`src/rtl/paddsb_seq_if.sv`:
```
// Handshake and data bundle for paddsb_seq: request side drives start/A/B,
// the sequencer returns busy/done and the four-lane result.

interface paddsb_seq_if;
    logic        start;
    logic [15:0] A;
    logic [15:0] B;
    logic        busy;
    logic        done;
    logic [15:0] Sum;
    logic [3:0]  sat;

    modport master (output start, A, B, input busy, done, Sum, sat);
    modport slave  (input start, A, B, output busy, done, Sum, sat);
endinterface

```
`src/rtl/paddsb_seq.sv`:
```
// Four-lane signed nibble saturating add, time-multiplexed over one shared
// 4-bit saturating adder, one lane per cycle, LSB lane first.

module sat_nib_add (
    input  logic [3:0] a,
    input  logic [3:0] b,
    input  logic       cin,
    output logic [3:0] s,
    output logic       sat,
    output logic       cout
);
    logic [4:0] raw;
    logic       ovf;

    always_comb begin
        raw  = {1'b0, a} + {1'b0, b} + {4'b0000, cin};
        ovf  = (a[3] == b[3]) && (raw[3] != a[3]);
        cout = raw[4];
        sat  = ovf;
        s    = ovf ? (a[3] ? 4'b1000 : 4'b0111) : raw[3:0];
    end
endmodule

// state | meaning
// IDLE  | waiting for start; busy=0, done=0
// RUN   | one lane per cycle through the shared adder, cnt selects lane
// DONE  | one-cycle done pulse; start here is accepted like in IDLE
module paddsb_seq (
    input  logic         clk,
    input  logic         rst_n,
    paddsb_seq_if.slave  bus
);
    typedef enum logic [1:0] {IDLE, RUN, DONE} state_e;

    state_e      state_q, state_d;
    logic [1:0]  cnt_q, cnt_d;
    logic [15:0] op_a_q, op_a_d;
    logic [15:0] op_b_q, op_b_d;
    logic [15:0] sum_q, sum_d;
    logic [3:0]  sat_q, sat_d;
    logic        busy_q, busy_d;
    logic        done_q, done_d;

    logic [3:0]  lane_a, lane_b, lane_s;
    logic        lane_sat;
    logic        lane_cout_unused;

    assign lane_a = op_a_q[{cnt_q, 2'b00} +: 4];
    assign lane_b = op_b_q[{cnt_q, 2'b00} +: 4];

    // Lane carry-out is dropped: lanes are independent signed nibbles.
    sat_nib_add u_add (
        .a    (lane_a),
        .b    (lane_b),
        .cin  (1'b0),
        .s    (lane_s),
        .sat  (lane_sat),
        .cout (lane_cout_unused)
    );

    always_comb begin
        state_d = state_q;
        cnt_d   = cnt_q;
        op_a_d  = op_a_q;
        op_b_d  = op_b_q;
        sum_d   = sum_q;
        sat_d   = sat_q;
        busy_d  = 1'b0;
        done_d  = 1'b0;
        case (state_q)
            IDLE, DONE: begin
                if (bus.start) begin
                    op_a_d  = bus.A;
                    op_b_d  = bus.B;
                    cnt_d   = 2'd0;
                    sat_d   = 4'h0;
                    busy_d  = 1'b1;
                    state_d = RUN;
                end else begin
                    state_d = IDLE;
                end
            end
            RUN: begin
                sum_d[{cnt_q, 2'b00} +: 4] = lane_s;
                sat_d[cnt_q]               = lane_sat;
                if (cnt_q == 2'd3) begin
                    cnt_d   = 2'd0;
                    done_d  = 1'b1;
                    state_d = DONE;
                end else begin
                    cnt_d   = cnt_q + 2'd1;
                    busy_d  = 1'b1;
                end
            end
            default: state_d = IDLE;
        endcase
    end

    always_ff @(posedge clk or negedge rst_n) begin
        if (!rst_n) begin
            state_q <= IDLE;
            cnt_q   <= 2'd0;
            op_a_q  <= 16'h0000;
            op_b_q  <= 16'h0000;
            sum_q   <= 16'h0000;
            sat_q   <= 4'h0;
            busy_q  <= 1'b0;
            done_q  <= 1'b0;
        end else begin
            state_q <= state_d;
            cnt_q   <= cnt_d;
            op_a_q  <= op_a_d;
            op_b_q  <= op_b_d;
            sum_q   <= sum_d;
            sat_q   <= sat_d;
            busy_q  <= busy_d;
            done_q  <= done_d;
        end
    end

    assign bus.busy = busy_q;
    assign bus.done = done_q;
    assign bus.Sum  = sum_q;
    assign bus.sat  = sat_q;
endmodule

```
`src/flat_wrapper.sv`:
```
// flat-port wrapper written by rule: the top's interface ports become plain ports
module paddsb_seq_flat 
  (clk, rst_n, bus_start, bus_A, bus_B, bus_busy, bus_done, bus_Sum, bus_sat);
  paddsb_seq_if bus_i ();
  input  logic clk;
  input  logic rst_n;
  input wire logic [$bits(bus_i.start)-1:0] bus_start;
  input wire logic [$bits(bus_i.A)-1:0] bus_A;
  input wire logic [$bits(bus_i.B)-1:0] bus_B;
  output wire logic [$bits(bus_i.busy)-1:0] bus_busy;
  output wire logic [$bits(bus_i.done)-1:0] bus_done;
  output wire logic [$bits(bus_i.Sum)-1:0] bus_Sum;
  output wire logic [$bits(bus_i.sat)-1:0] bus_sat;
  assign bus_i.start = bus_start;
  assign bus_i.A = bus_A;
  assign bus_i.B = bus_B;
  assign bus_busy = bus_i.busy;
  assign bus_done = bus_i.done;
  assign bus_Sum = bus_i.Sum;
  assign bus_sat = bus_i.sat;
  paddsb_seq u_core (.clk(clk), .rst_n(rst_n), .bus(bus_i));
endmodule
```
`config.mk`:
```
export PLATFORM = sky130hd
export DESIGN_NAME = paddsb_seq_flat
export DESIGN_NICKNAME = d
export VERILOG_FILES = /design/src/rtl/paddsb_seq_if.sv /design/src/rtl/paddsb_seq.sv /design/src/flat_wrapper.sv
export SDC_FILE = /design/constraint.sdc
export NUM_CORES = 1
export LEC_CHECK = 0
export BUFFER_PORTS_ARGS = -buffer_cell sky130_fd_sc_hd__buf_2
export CORE_MARGIN = 3
export CORE_UTILIZATION = 49
export CTS_BUF_LIST = sky130_fd_sc_hd__clkbuf_16
export CTS_CLUSTER_DIAMETER = 150
export CTS_CLUSTER_SIZE = 25
export DETAILED_ROUTE_END_ITERATION = 16
export PLACE_DENSITY_LB_ADDON = 0.2
export SLEW_MARGIN = 20
export SYNTH_ARGS = -nofsm -noshare
export SYNTH_HDL_FRONTEND = slang
export SYNTH_HIERARCHICAL = 1
export SYNTH_SLANG_ARGS = --single-unit
export TNS_END_PERCENT = 50
```
`constraint.sdc`:
```
create_clock -name clk -period 2.7 [get_ports clk]
set_input_delay 0.675 -clock clk [delete_from_list [all_inputs] [get_ports clk]]
set_output_delay 0.675 -clock clk [all_outputs]
set_load 0.02 [all_outputs]
```
# Word level (Yosys, flattened, before mapping)
# Cells that the tools add are included.
totals:
  regBits: 58
  input_bits: 35
  out_inout_bits: 22
  word_cells: 50
op_classes:
  n_addsub: 3
  order_cmp: 2
  eq_ne: 7
  shift: 4
  muxes: 19
  n_reduce_logical: 7
op_table:
  columns: ["op", "n"]
  rows:
  - ["indexed part select 16 x 5 -> 4 bit", 2]
  - ["bitwise mux 16 bit", 1]
  - ["variable shift 4 x 6 -> 16 bit (first input constant)", 1]
  - ["indexed part select 4 x 6 -> 16 bit", 1]
  - ["two-way mux 4 bit", 3]
  - ["one-hot mux 2 bit (2 select lines)", 2]
  - ["one-hot mux 4 bit (2 select lines)", 1]
  - ["two-way mux 1 bit", 6]
  - ["two-way mux 2 bit", 3]
  - ["negation 4 -> 6 bit", 1]
  - ["adder 4 bit", 1]
  - ["bitwise mux 4 bit", 1]
  - ["== test 2 bit (second input constant)", 2]
  - ["AND reduction 2 bit", 2]
  - ["< comparator 2 x 3 -> 1 bit (second input constant)", 1]
  - ["adder 2 x 1 -> 2 bit (second input constant)", 1]
  - ["demux 1 bit (select 2 bit)", 1]
  - ["== test 2 x 1 -> 1 bit (second input constant)", 1]
  - ["greater-or-equal comparator 2 x 1 -> 1 bit (second input constant)", 1]
  - ["logical AND 1 bit", 2]
  - ["logical NOT 2 bit", 1]
  - ["inequality test 2 x 1 -> 1 bit (second input constant)", 1]
  - ["inequality test 2 bit (second input constant)", 1]
  - ["one-hot mux 1 bit (2 select lines)", 1]
  - ["other kinds (4)", 4]

# Logic depth before layout (Yosys ltp)
# Gate-level depths: netlist of run 1.
depth:
  depth_word: 7
  ltp_mapped: 11
  ltp_nobuf: 9

# Cells and area by module
# Netlist of run 1, hierarchy kept.
by_module_without_submodules:
  columns: ["module", "n_inst", "cells_each", "area_each_um2"]
  rows:
  - ["paddsb_seq", 1, 272, 2646.3]
  - ["sat_nib_add", 1, 27, 216.5]

# Worst setup path after synthesis of run 1
# Ideal clock, no wire load.
synth_timing:
  path_kind: "reg-to-reg"
  from: "register u_core.cnt_q[0]"
  to: "register u_core.sum_q[1], in the netlist u_core/bus.Sum[1]"
  setup_time_ns: 0.083
  t_arrival_ns: 2.666
  required_time_ns: 2.617
  path_slack_ns: -0.049
  path_stages_with_launch: 11
  period_less_slack_ns: 2.749
  cell_sequence: "dfrtp_1 > buf_6 > buf_8 > mux4_2 > fa_1 > inv_1 > fa_1 > nor2b_1 > o22ai_1 > nand3_1 > o21ai_0"
synth_via:
  elab_chain_cells: 7
  elab_cells_between_ends: 12
  cone_classes: "2 x add/sub; 2 x eq/ne; 4 x shift; 3 x mux; 1 x reduce/logical"
synth_lines:
  columns: ["element", "line_no", "text"]
  rows:
  - ["start: declaration", "paddsb_seq.sv:36", "logic [1:0] cnt_q, cnt_d;"]
  - ["start signal: assignment", "paddsb_seq.sv:111", "cnt_q <= cnt_d;"]
  - ["indexed part select 16 x 5 -> 4 bit (*)", "paddsb_seq.sv:48", "assign lane_a = op_a_q[{cnt_q, 2'b00} +: 4];"]
  - ["net u_core.lane_a[0]", "paddsb_seq.sv:44", "logic [3:0] lane_a, lane_b, lane_s;"]
  - ["adder 4 bit (*)", "paddsb_seq.sv:16", "raw = {1'b0, a} + {1'b0, b} + {4'b0000, cin};"]
  - ["inequality test 1 bit", "paddsb_seq.sv:17", "ovf = (a[3] == b[3]) && (raw[3] != a[3]);"]
  - ["logical AND 1 bit", "paddsb_seq.sv:17", null]
  - ["two-way mux 4 bit (*)", "paddsb_seq.sv:20", "s = ovf ? (a[3] ? 4'b1000 : 4'b0111) : raw[3:0];"]
  - ["net u_core.lane_s[1]", "paddsb_seq.sv:44", null]
  - ["indexed part select 4 x 6 -> 16 bit (*)", "paddsb_seq.sv:84", "sum_d[{cnt_q, 2'b00} +: 4] = lane_s;"]
  - ["bitwise mux 16 bit (*)", "paddsb_seq.sv:84", null]
  - ["end signal: assignment", "paddsb_seq.sv:114", "sum_q <= sum_d;"]
  - ["end: declaration", "paddsb_seq.sv:39", "logic [15:0] sum_q, sum_d;"]
# The timed path passes the listed nets; every way through them passes the cells marked *.
# A chain may end at the register's enable or synchronous reset.

# Worst setup path after layout of run 1
# Ends and elaborated chain as after synthesis.

==> results of run 1 <==
critical path: stages, from the launching register on:
cell and delay, ns:
dfrtp_2 0.40, mux4_2 0.53, fa_1 0.45, inv_1 0.08, fa_1 0.44, nor2b_1 0.16
o22ai_2 0.17, nand3_1 0.09, o21ai_0 0.23
cell type report:
cell class / instances / area share [%]
multi-input combinational: 217 / 37.16
tap: 72 / 2.600
clock buffer: 9 / 6.501
inverter: 7 / 0.7584
timing repair buffer: 64 / 10.18
sequential: 58 / 41.93
clock inverter: 7 / 0.8667
how the worst max path moves through the flow:
stage | startpoint | end | slack, ns | cells after the start
floorplan | u_core/cnt_q[0] | u_core/bus.Sum[1] | 0.001 | 10
global placement | u_core/cnt_q[0] | u_core/bus.Sum[1] | 0.15 | 8
detailed placement | u_core/cnt_q[0] | u_core/bus.Sum[1] | 0.03 | 8
CTS | u_core/cnt_q[0] | u_core/bus.Sum[1] | 0.01 | 8
global route | u_core/cnt_q[0] | u_core/bus.Sum[1] | 0.0005 | 8
finish | u_core/cnt_q[0] | u_core/bus.Sum[1] | 0.04 | 8
layer usage:
metal,share of wire [%],GRT usage (%),vias up
met2,48,30.37,60
met3,5.4,5.531,10
met5,0,0,-
met1,45,24.47,998
li1,-,-,1084
met4,1.7,8.970,0
where the power goes:
group	total, mW	internal, mW	switching [mW]
clock	0.962	0.599	0.363
combinational	2.69	1.12	1.57
sequential	1.50	1.26	0.240
sequential cells by signal, indices dropped and copies added (netlist names):
| signal | cells |
|---|---|
| u_core/op_b_q | 16 |
| u_core/cnt_q | 2 |
| u_core/state_q | 2 |
| u_core/bus.done | 1 |
| u_core/bus.busy | 1 |
| u_core/bus.sat | 4 |
| u_core/op_a_q | 16 |
| u_core/bus.Sum | 16 |
per-stage QoR:
stage	hold WS (ns)	std cells	setup WS, ns	area [µm²]
2_1_floorplan	0.3794	296	0.001122	2851
3_3_place_gp	0.4520	418	0.1508	3208
3_5_place_dp	0.4569	418	0.03160	3208
4_1_cts	0.3932	434	0.01422	3463
5_1_grt	0.4172	434	0.0005300	3465
6_report	0.3722	434	0.03897	3465
what timing repair did:
action                                  4_1_cts  5_1_grt
endpoints found under the setup margin        0        8
gates resized for setup                       0        4
endpoints found under the hold margin         0        0
==> impl_metrics.csv, run 1 <==
group,metric,value,unit
outcome,outcome,"finished clean",
timing,hold_viol_final,0,
worst_setup_path,worstSetupEndpointType,"flip-flop",
timing,max-slew-margin-rel,58.09,%
detailed_routing,vias,2152,
synth,synth_area,2845,µm²
clock_tree,cts_inserted_buffers,9,
timing,clock_skew,0.005143,ns
global_route,grt_pass1_wl,9.528,mm
global_route,antenna_found_initial,0,
final_layout,mostFrequentLayoutCell,"nand2_1",
clock_tree,clkTransAtPathRegs,0.05,ns
worst_setup_path,r2r-start,"u_core/cnt_q[0]",
global_route,grt_overflow_total,0,
clock_tree,cts_setup_buffers,0,
synth,avgSynthCellArea,9.612,µm²
timing,fmaxAchievable,0.3758,GHz
timing,min_period,2.661,ns
floorplan,die_w,82.20,µm
detailed_routing,wl_per_cell,13.06,µm
final_layout,antenna_cells,0,
clock_tree,ctsHoldBuffers,0,
power_and_ir_drop,pwr_density_cell,1487,nW/µm²
detailed_routing,first_iter_violations,82,
timing,setup_violations,0,
place,hpwlAfterDp,4.115,mm
floorplan,core,5574,µm²
min_path,hp-class,"in -> async",
place,gp_congestion,0.8451,
detailed_routing,first_pass_iters,4,
clock_tree,cts_max_level,3,
floorplan,ioPinCount,57,
final_layout,fin_nets,404,
detailed_routing,ant_nets,0,
worst_setup_path,reg2reg_slack,0.04,ns
floorplan,row_count,27,
place,port_buffers,56,
worst_setup_path,cp-start-kind,"flip-flop",
clock_tree,clockRootBuffer,"clkbuf_16",
clock_tree,numClockSinks,58,
detailed_routing,drc,0,
timing,rsz0062_at_grt,"false",
worst_setup_path,r2r_end,"u_core/bus.Sum[1]",
power_and_ir_drop,cellLeakagePower,1.827,nW
power_and_ir_drop,ir_drop,0.6817,mV
timing,finalCritPeriodShare,98.56,%
final_layout,layout-drive-gt1-share,24.86,%
final_layout,multi_input_area,1287,µm²
timing,final.setup.tns,0,ns
worst_setup_path,cp.required,2.92,ns
job,cap_violations,0,
floorplan,die_h,82.20,µm
global_route,grt_pass1_vias,2053,
synth,syn_nets,343,
synth,syn_inst,296,
worst_setup_path,critical_path_arrival,2.88,ns
power_and_ir_drop,finalPower,5.153,mW
timing,tightest_slew,0.6286,ns
global_route,grt_usage,19.26,%
clock_tree,insertion_delay,0.32,ns
synth,ys.warnings.count,6,
worst_setup_path,critical_path_class,"reg -> reg",
worst_setup_path,reg2reg_depth,8,
floorplan,dieArea,6757,µm²
timing,drv_slew,0,
global_route,grt_start_max_net_pins,38,
floorplan,start_util,51.04,%
clock_tree,cts_tree,"done",
clock_tree,cts_buffer_depth,2,
final_layout,syn2layout_area_growth,21.77,%
final_layout,final_core_utilization,62.15,%
final_layout,final_cell_mix,"nand2_1, dfrtp_1, buf_2",
worst_setup_path,crit_fanout,4,
detailed_routing,via_per_inst,4.959,
detailed_routing,wl,5.670,mm
final_layout,seq_area,1453,µm²
final_layout,fillers,495,
No activity file was read; power rests on OpenSTA's default activity.
==> run 2, diff against run 1 <==
Settings changed: CORE_UTILIZATION 49 to 50, CTS_BUF_LIST sky130_fd_sc_hd__clkbuf_16 to unset, SYNTH_HIERARCHICAL 1 to unset.
==> run 2 against run 1 <==
The flow now finishes with violations (negative setup slack). Die area rose by 1.9%. Clock skew up 0.0045 ns. Wire length rose by 18%. Critical path type unchanged. Critical endpoint is now u_core.bus.sat[2].
==> impl_metrics.csv, run 2 <==
group,metric,value,unit
detailed_routing,wl,6.715,mm
final_layout,antenna_cells,0,
clock_tree,numClockSinks,58,
worst_setup_path,crit_chain,"mux4_2 > ha_4 > a21o_1 > a21o_1 > fa_1 > inv_4 > or4_1 > o311ai_1",
synth,synth_ff_type,"dfrtp_1",
synth,syn_nets,344,
worst_setup_path,worstSetupEndpointType,"flip-flop",
detailed_routing,ant_nets,0,
synth,avgSynthCellArea,10.01,µm²
timing,max-slew-margin-rel,60.13,%
synth,synth-simple-area-share,21.93,%
worst_setup_path,cp_top_family,"adder cells",
final_layout,fin_nets,408,
timing,tightest_slew,0.5980,ns
global_route,grt_start_max_net_pins,32,
final_layout,syn2layout_area_growth,20.87,%
global_route,grt_pass1_vias,2364,
synth,synth_most_common_cell,"nand2_1",
place,dp_slack,-0.2884,ns
detailed_routing,first_iter_violations,133,
global_route,grt_overflow_total,0,
detailed_routing,vias,2404,
detailed_routing,drc,0,
detailed_routing,wl_met3,350,µm
timing,finalCritPeriodShare,109.3,%
synth,synth_area,2962,µm²
timing,drv_slew,0,
worst_setup_path,critPathMostFrequentCell,"a21o_1",
worst_setup_path,cp_slowest_cell,"mux4_2",
timing,hold_viol_final,0,
timing,finalWorstSetupSlack,-0.2516,ns
place,port_buffers,56,
min_path,hp-class,"in -> async",
synth,synth_top_area_cell,"dfrtp_1",
synth,ys_types,33,
floorplan,ioPinCount,57,
worst_setup_path,critPathMaxStageDelay,0.58,ns
worst_setup_path,cp.required,2.93,ns
power_and_ir_drop,cellLeakagePower,1.786,nW
timing,rsz0062_at_grt,"true",
clock_tree,ctsHoldBuffers,0,
synth,syn_inst,296,
detailed_routing,routed.top_layer,"met4",
power_and_ir_drop,ir_drop,0.8469,mV
global_route,antenna_found_initial,0,
worst_setup_path,crit_fanout,9,
place,gp_congestion,0.8105,
synth,ys_seq_elements,58,
synth,ys_seq_area_share,49.01,%
clock_tree,cts_buffer_depth,2,
synth,netlist_top_cells_area,"dfrtp_1, nand2_1, mux4_2",
clock_tree,cts_max_level,3,
global_route,grt_usage,21.00,%
final_layout,seq_area,1453,µm²
clock_tree,clockRootBuffer,"clkbuf_8",
global_route,grt_pass1_wl,11.54,mm
floorplan,die_h,82.96,µm
final_layout,design_area,3580,µm²
final_layout,layout-drive-gt1-share,28.49,%
final_layout,final_cell_mix,"nand2_1, dfrtp_1, buf_2",
final_layout,mostFrequentLayoutCell,"nand2_1",
clock_tree,cts_tree,"done",
timing,setup_violations,16,
timing,fmaxAchievable,0.3388,GHz
place,hpwlAfterDp,4.705,mm
final_layout,final_core_utilization,63.83,%
final_layout,multi_input_area,1444,µm²
floorplan,die_w,82.96,µm
worst_setup_path,r2r-start,"u_core.cnt_q[0]",
power_and_ir_drop,pwr_density_cell,1401,nW/µm²
worst_setup_path,critical_path_class,"reg -> reg",
synth,synth_fa_ha_area_share,5.999,%
floorplan,row_count,27,
timing,clock_skew,0.009680,ns
floorplan,core,5608,µm²
clock_tree,clkTransAtPathRegs,0.07,ns
synth,ys_async_sr_fraction,100.0,%
detailed_routing,via_per_inst,5.501,
worst_setup_path,reg2reg_depth,8,
job,cap_violations,0,
worst_setup_path,cp_num_buf_inv,1,
timing,min_period,2.952,ns
place,placed_cell_area,3347,µm²
synth,synth_compound_area_share,12.25,%
floorplan,dieArea,6882,µm²
synth,ys.warnings.count,0,
final_layout,fillers,505,
worst_setup_path,critical_path_arrival,3.19,ns
detailed_routing,wl_per_cell,15.37,µm
worst_setup_path,r2r_end,"u_core.bus.sat[2]",
clock_tree,insertion_delay,0.34,ns
detailed_routing,m1WireLength,2.945,mm
synth,synth-xor-area-share,0.2957,%
worst_setup_path,reg2reg_slack,-0.25,ns
worst_setup_path,cp-start-kind,"flip-flop",
synth,synth_edf_count,0,
synth,synthMuxAreaShare,6.464,%
synth,synth_top_area_share,49.01,%
outcome,violations,"negative setup slack",
clock_tree,cts_inserted_buffers,9,
synth,ys_top_cells_by_count,"nand2_1, dfrtp_1, clkbuf_1",
outcome,outcome,"complete, but fails checks",
detailed_routing,first_pass_iters,4,
detailed_routing,wl_met2,3.250,mm
synth,synth_top_family_by_area,"simple AND/OR/NAND/NOR gates",
floorplan,start_util,52.81,%
[run 2: cell families (layout without fill, tap and decap cells)]
family | after synthesis | after routing
mux | 9 | 9
buf+inv | 27 | 96
compound gates | 42 | 42
simple gates | 146 | 146
flops | 58 | 58
fa+ha+maj | 13 | 13
xor+xnor | 1 | 1
[run 2: worst register-to-register path, stage by stage (launching register included)]
cell      delay [ns]
dfrtp_2         0.46
mux4_2          0.58
ha_4            0.26
a21o_1          0.16
a21o_1          0.18
fa_1            0.55
inv_4           0.08
or4_1           0.50
o311ai_1        0.08
[run 2: area by class of cell]
cell class	instances	area share, %
inverters	9	1.014
well taps	72	2.517
flip-flops and latches	58	40.58
clock inverters	3	0.4194
repair buffers	71	10.98
multi-input cells	211	40.34
clock buffers	13	4.159
[run 2: what timing repair did]
action                     4_1_cts  5_1_grt
pin swaps                        0        1
resized for setup                4        4
setup buffers                    2        0
setup endpoints to repair       16       16
[run 2: how the worst max path moves through the flow]
stage | from | to | slack, ns | cells after the start
floorplan | u_core.cnt_q[0] | u_core.bus.sat[0] | -0.30 | 9
finish | u_core.cnt_q[0] | u_core.bus.sat[2] | -0.25 | 8
CTS | u_core.cnt_q[0] | u_core.bus.sat[2] | -0.23 | 8
global route | u_core.cnt_q[0] | u_core.bus.sat[2] | -0.34 | 8
detailed placement | u_core.cnt_q[0] | u_core.bus.Sum[2] | -0.29 | 8
global placement | u_core.cnt_q[0] | u_core.bus.sat[3] | -0.20 | 8
[run 2: report_power, final]
| part | leakage [nW] | total (mW) | switching, mW | internal (mW) |
|---|---|---|---|---|
| sequential | 0.741 | 1.48 | 0.264 | 1.22 |
| combinational | 0.957 | 2.85 | 1.70 | 1.15 |
| clock | 0.0872 | 0.684 | 0.330 | 0.354 |
[run 2: per-stage QoR]
stage	hold slack, ns	TNS (ns)	instances	power (mW)
floorplan	0.3794	-4.454	296	3.242
global placement	0.4550	-2.927	419	4.050
detailed placement	0.4572	-4.204	419	4.128
CTS	0.3583	-3.357	437	4.922
global route	0.3842	-5.008	437	5.396
finish	0.3341	-3.602	437	5.014
[run 2: layer usage]
layer | track usage [%] | vias to the layer above
met1 | 28.22 | 1167
met3 | 5.357 | 15
met2 | 32.14 | 67
met4 | 9.510 | 0
li1 | - | 1155
met5 | 0 | -
==> run 3, diff against run 2 <==
Clock period 2.7 ns to 2.5 ns, I/O delays scaled along.
==> run 3 against run 2 <==
Critical path type unchanged. Critical endpoint unchanged. Largest cell class unchanged. Via count is 2.2% lower. The run still ends with negative setup slack left. Power up 8.7%. Die area unchanged. Sequential power increased by 8%.
==> impl_metrics.csv, run 3 (synthesis gave the netlist of run 2 again) <==
group,metric,value,unit
floorplan,start_util,52.81,%
clock_tree,cts_tree,"done",
min_path,hp-class,"in -> async",
place,gp_congestion,0.7915,
worst_setup_path,critical_path_arrival,3.16,ns
power_and_ir_drop,pwr_density_cell,1517,nW/µm²
power_and_ir_drop,finalPower,5.453,mW
floorplan,die_h,82.96,µm
worst_setup_path,reg2reg_depth,8,
power_and_ir_drop,power_frac_clock,16.3,%
worst_setup_path,reg2reg_slack,-0.42,ns
global_route,grt_overflow_total,0,
timing,drv_slew,0,
worst_setup_path,cp-start-kind,"flip-flop",
clock_tree,cts_max_level,3,
outcome,outcome,"complete, but fails checks",
detailed_routing,first_pass_iters,4,
clock_tree,clkTransAtPathRegs,0.07,ns
final_layout,fillers,500,
power_and_ir_drop,p_sw_share,44.61,%
detailed_routing,drc,0,
job,cap_violations,0,
timing,rsz0062_at_grt,"true",
floorplan,row_count,27,
timing,min_period,2.924,ns
detailed_routing,vias,2351,
worst_setup_path,r2r_end,"u_core.bus.sat[2]",
timing,clock_skew,0.007655,ns
global_route,grt_pass1_wl,11.34,mm
global_route,grt_pass1_vias,2291,
floorplan,dieArea,6882,µm²
clock_tree,insertion_delay,0.34,ns
clock_tree,numClockSinks,58,
floorplan,ioPinCount,57,
timing,tightest_slew,0.6788,ns
floorplan,core,5608,µm²
place,port_buffers,56,
detailed_routing,first_iter_violations,88,
power_and_ir_drop,cellLeakagePower,1.798,nW
final_layout,final_cell_mix,"nand2_1, dfrtp_1, buf_2",
global_route,grt_usage,20.70,%
clock_tree,cts_buffer_depth,2,
power_and_ir_drop,combPwrFrac,54.4,%
floorplan,die_w,82.96,µm
clock_tree,ctsHoldBuffers,0,
power_and_ir_drop,switchingPower,2.432,mW
place,hpwlAfterDp,4.649,mm
power_and_ir_drop,power.share.sequential,29.3,%
final_layout,layout-drive-gt1-share,27.70,%
final_layout,final_core_utilization,64.08,%
timing,finalWorstSetupSlack,-0.4241,ns
detailed_routing,ant_nets,0,
worst_setup_path,critical_path_class,"reg -> reg",
timing,setup_violations,19,
final_layout,syn2layout_area_growth,21.34,%
detailed_routing,wl,6.620,mm
timing,finalCritPeriodShare,117.0,%
final_layout,antenna_cells,0,
detailed_routing,wl_per_cell,15.29,µm
timing,max-slew-margin-rel,54.65,%
worst_setup_path,r2r-start,"u_core.cnt_q[0]",
clock_tree,cts_inserted_buffers,9,
final_layout,fin_nets,405,
global_route,grt_start_max_net_pins,33,
clock_tree,clockRootBuffer,"clkbuf_8",
power_and_ir_drop,ir_drop,0.7936,mV
timing,hold_viol_final,0,
timing,fmaxAchievable,0.3420,GHz
global_route,antenna_found_initial,0,
power_and_ir_drop,internal-power,3.020,mW
worst_setup_path,crit_fanout,9,
outcome,violations,"negative setup slack",
detailed_routing,via_per_inst,5.430,
worst_setup_path,cp.required,2.74,ns
final_layout,mostFrequentLayoutCell,"nand2_1",
worst_setup_path,worstSetupEndpointType,"flip-flop",
run 3: metrics by stage:
stage | hold slack, ns | setup TNS [ns] | instance area (µm²) | std cells | setup WS [ns]
2_1_floorplan | 0.3294 | -7.654 | 2969 | 296 | -0.5019
4_1_cts | 0.2381 | -6.840 | 3573 | 433 | -0.4376
3_5_place_dp | 0.4575 | -7.425 | 3344 | 417 | -0.4762
3_3_place_gp | 0.4550 | -5.985 | 3344 | 417 | -0.3898
6_report | 0.2323 | -6.477 | 3593 | 433 | -0.4241
5_1_grt | 0.2669 | -8.887 | 3593 | 433 | -0.5591
run 3: final cells by class:
| type | count | area (µm²) | area share [%] |
|---|---|---|---|
| inverter | 9 | 33.78 | 0.9401 |
| clock buffer | 13 | 168.9 | 4.701 |
| multi-input combinational | 211 | 1430 | 39.80 |
| tap | 72 | 90.09 | 2.507 |
| clock inverter | 2 | 35.03 | 0.9749 |
| sequential | 58 | 1453 | 40.42 |
| timing repair buffer | 68 | 382.9 | 10.65 |
run 3: how the worst max path moves through the flow:
stage / start / end / slack, ns / cells after the start
6_report: u_core.cnt_q[0] / u_core.bus.sat[2] / -0.42 / 8
5_1_grt: u_core.cnt_q[0] / u_core.bus.Sum[12] / -0.56 / 8
4_1_cts: u_core.cnt_q[0] / u_core.bus.sat[2] / -0.44 / 8
3_3_place_gp: u_core.cnt_q[0] / u_core.bus.sat[3] / -0.39 / 8
3_5_place_dp: u_core.cnt_q[0] / u_core.bus.Sum[4] / -0.48 / 8
2_1_floorplan: u_core.cnt_q[0] / u_core.bus.sat[0] / -0.50 / 9
run 3: repair_timing:
| item | in CTS | in global routing |
|---|---|---|
| setup endpoints to repair | 20 | 20 |
| gates resized for setup | 2 | 3 |
| pin swaps | 0 | 2 |
| buffers inserted | 1 | 0 |
run 3: critical path, cell delays in order, from the launching register on:
cell and delay (ns):
dfrtp_2 0.48, mux4_2 0.58, ha_4 0.26, a21o_1 0.15, a21o_1 0.16, fa_1 0.51, inv_2 0.09, or4_1 0.51
o311ai_1 0.08
run 3: power by group through the flow:
stage / combinational (mW) / clock (mW) / sequential (mW)
floorplan: 1.90 / 0 / 1.60
CTS: 2.95 / 0.911 / 1.59
global placement: 2.81 / 0 / 1.60
finish: 2.96 / 0.891 / 1.60
global route: 3.27 / 0.972 / 1.65
detailed placement: 2.89 / 0 / 1.61
run 3: layer usage:
layer / vias up / global-route usage [%] / share of wire (%)
li1: 1151 / - / -
met1: 1122 / 28.05 / 45
met2: 63 / 32.80 / 49
met3: 15 / 3.571 / 5.0
met4: 0 / 9.064 / 1.6
met5: - / 0 / 0
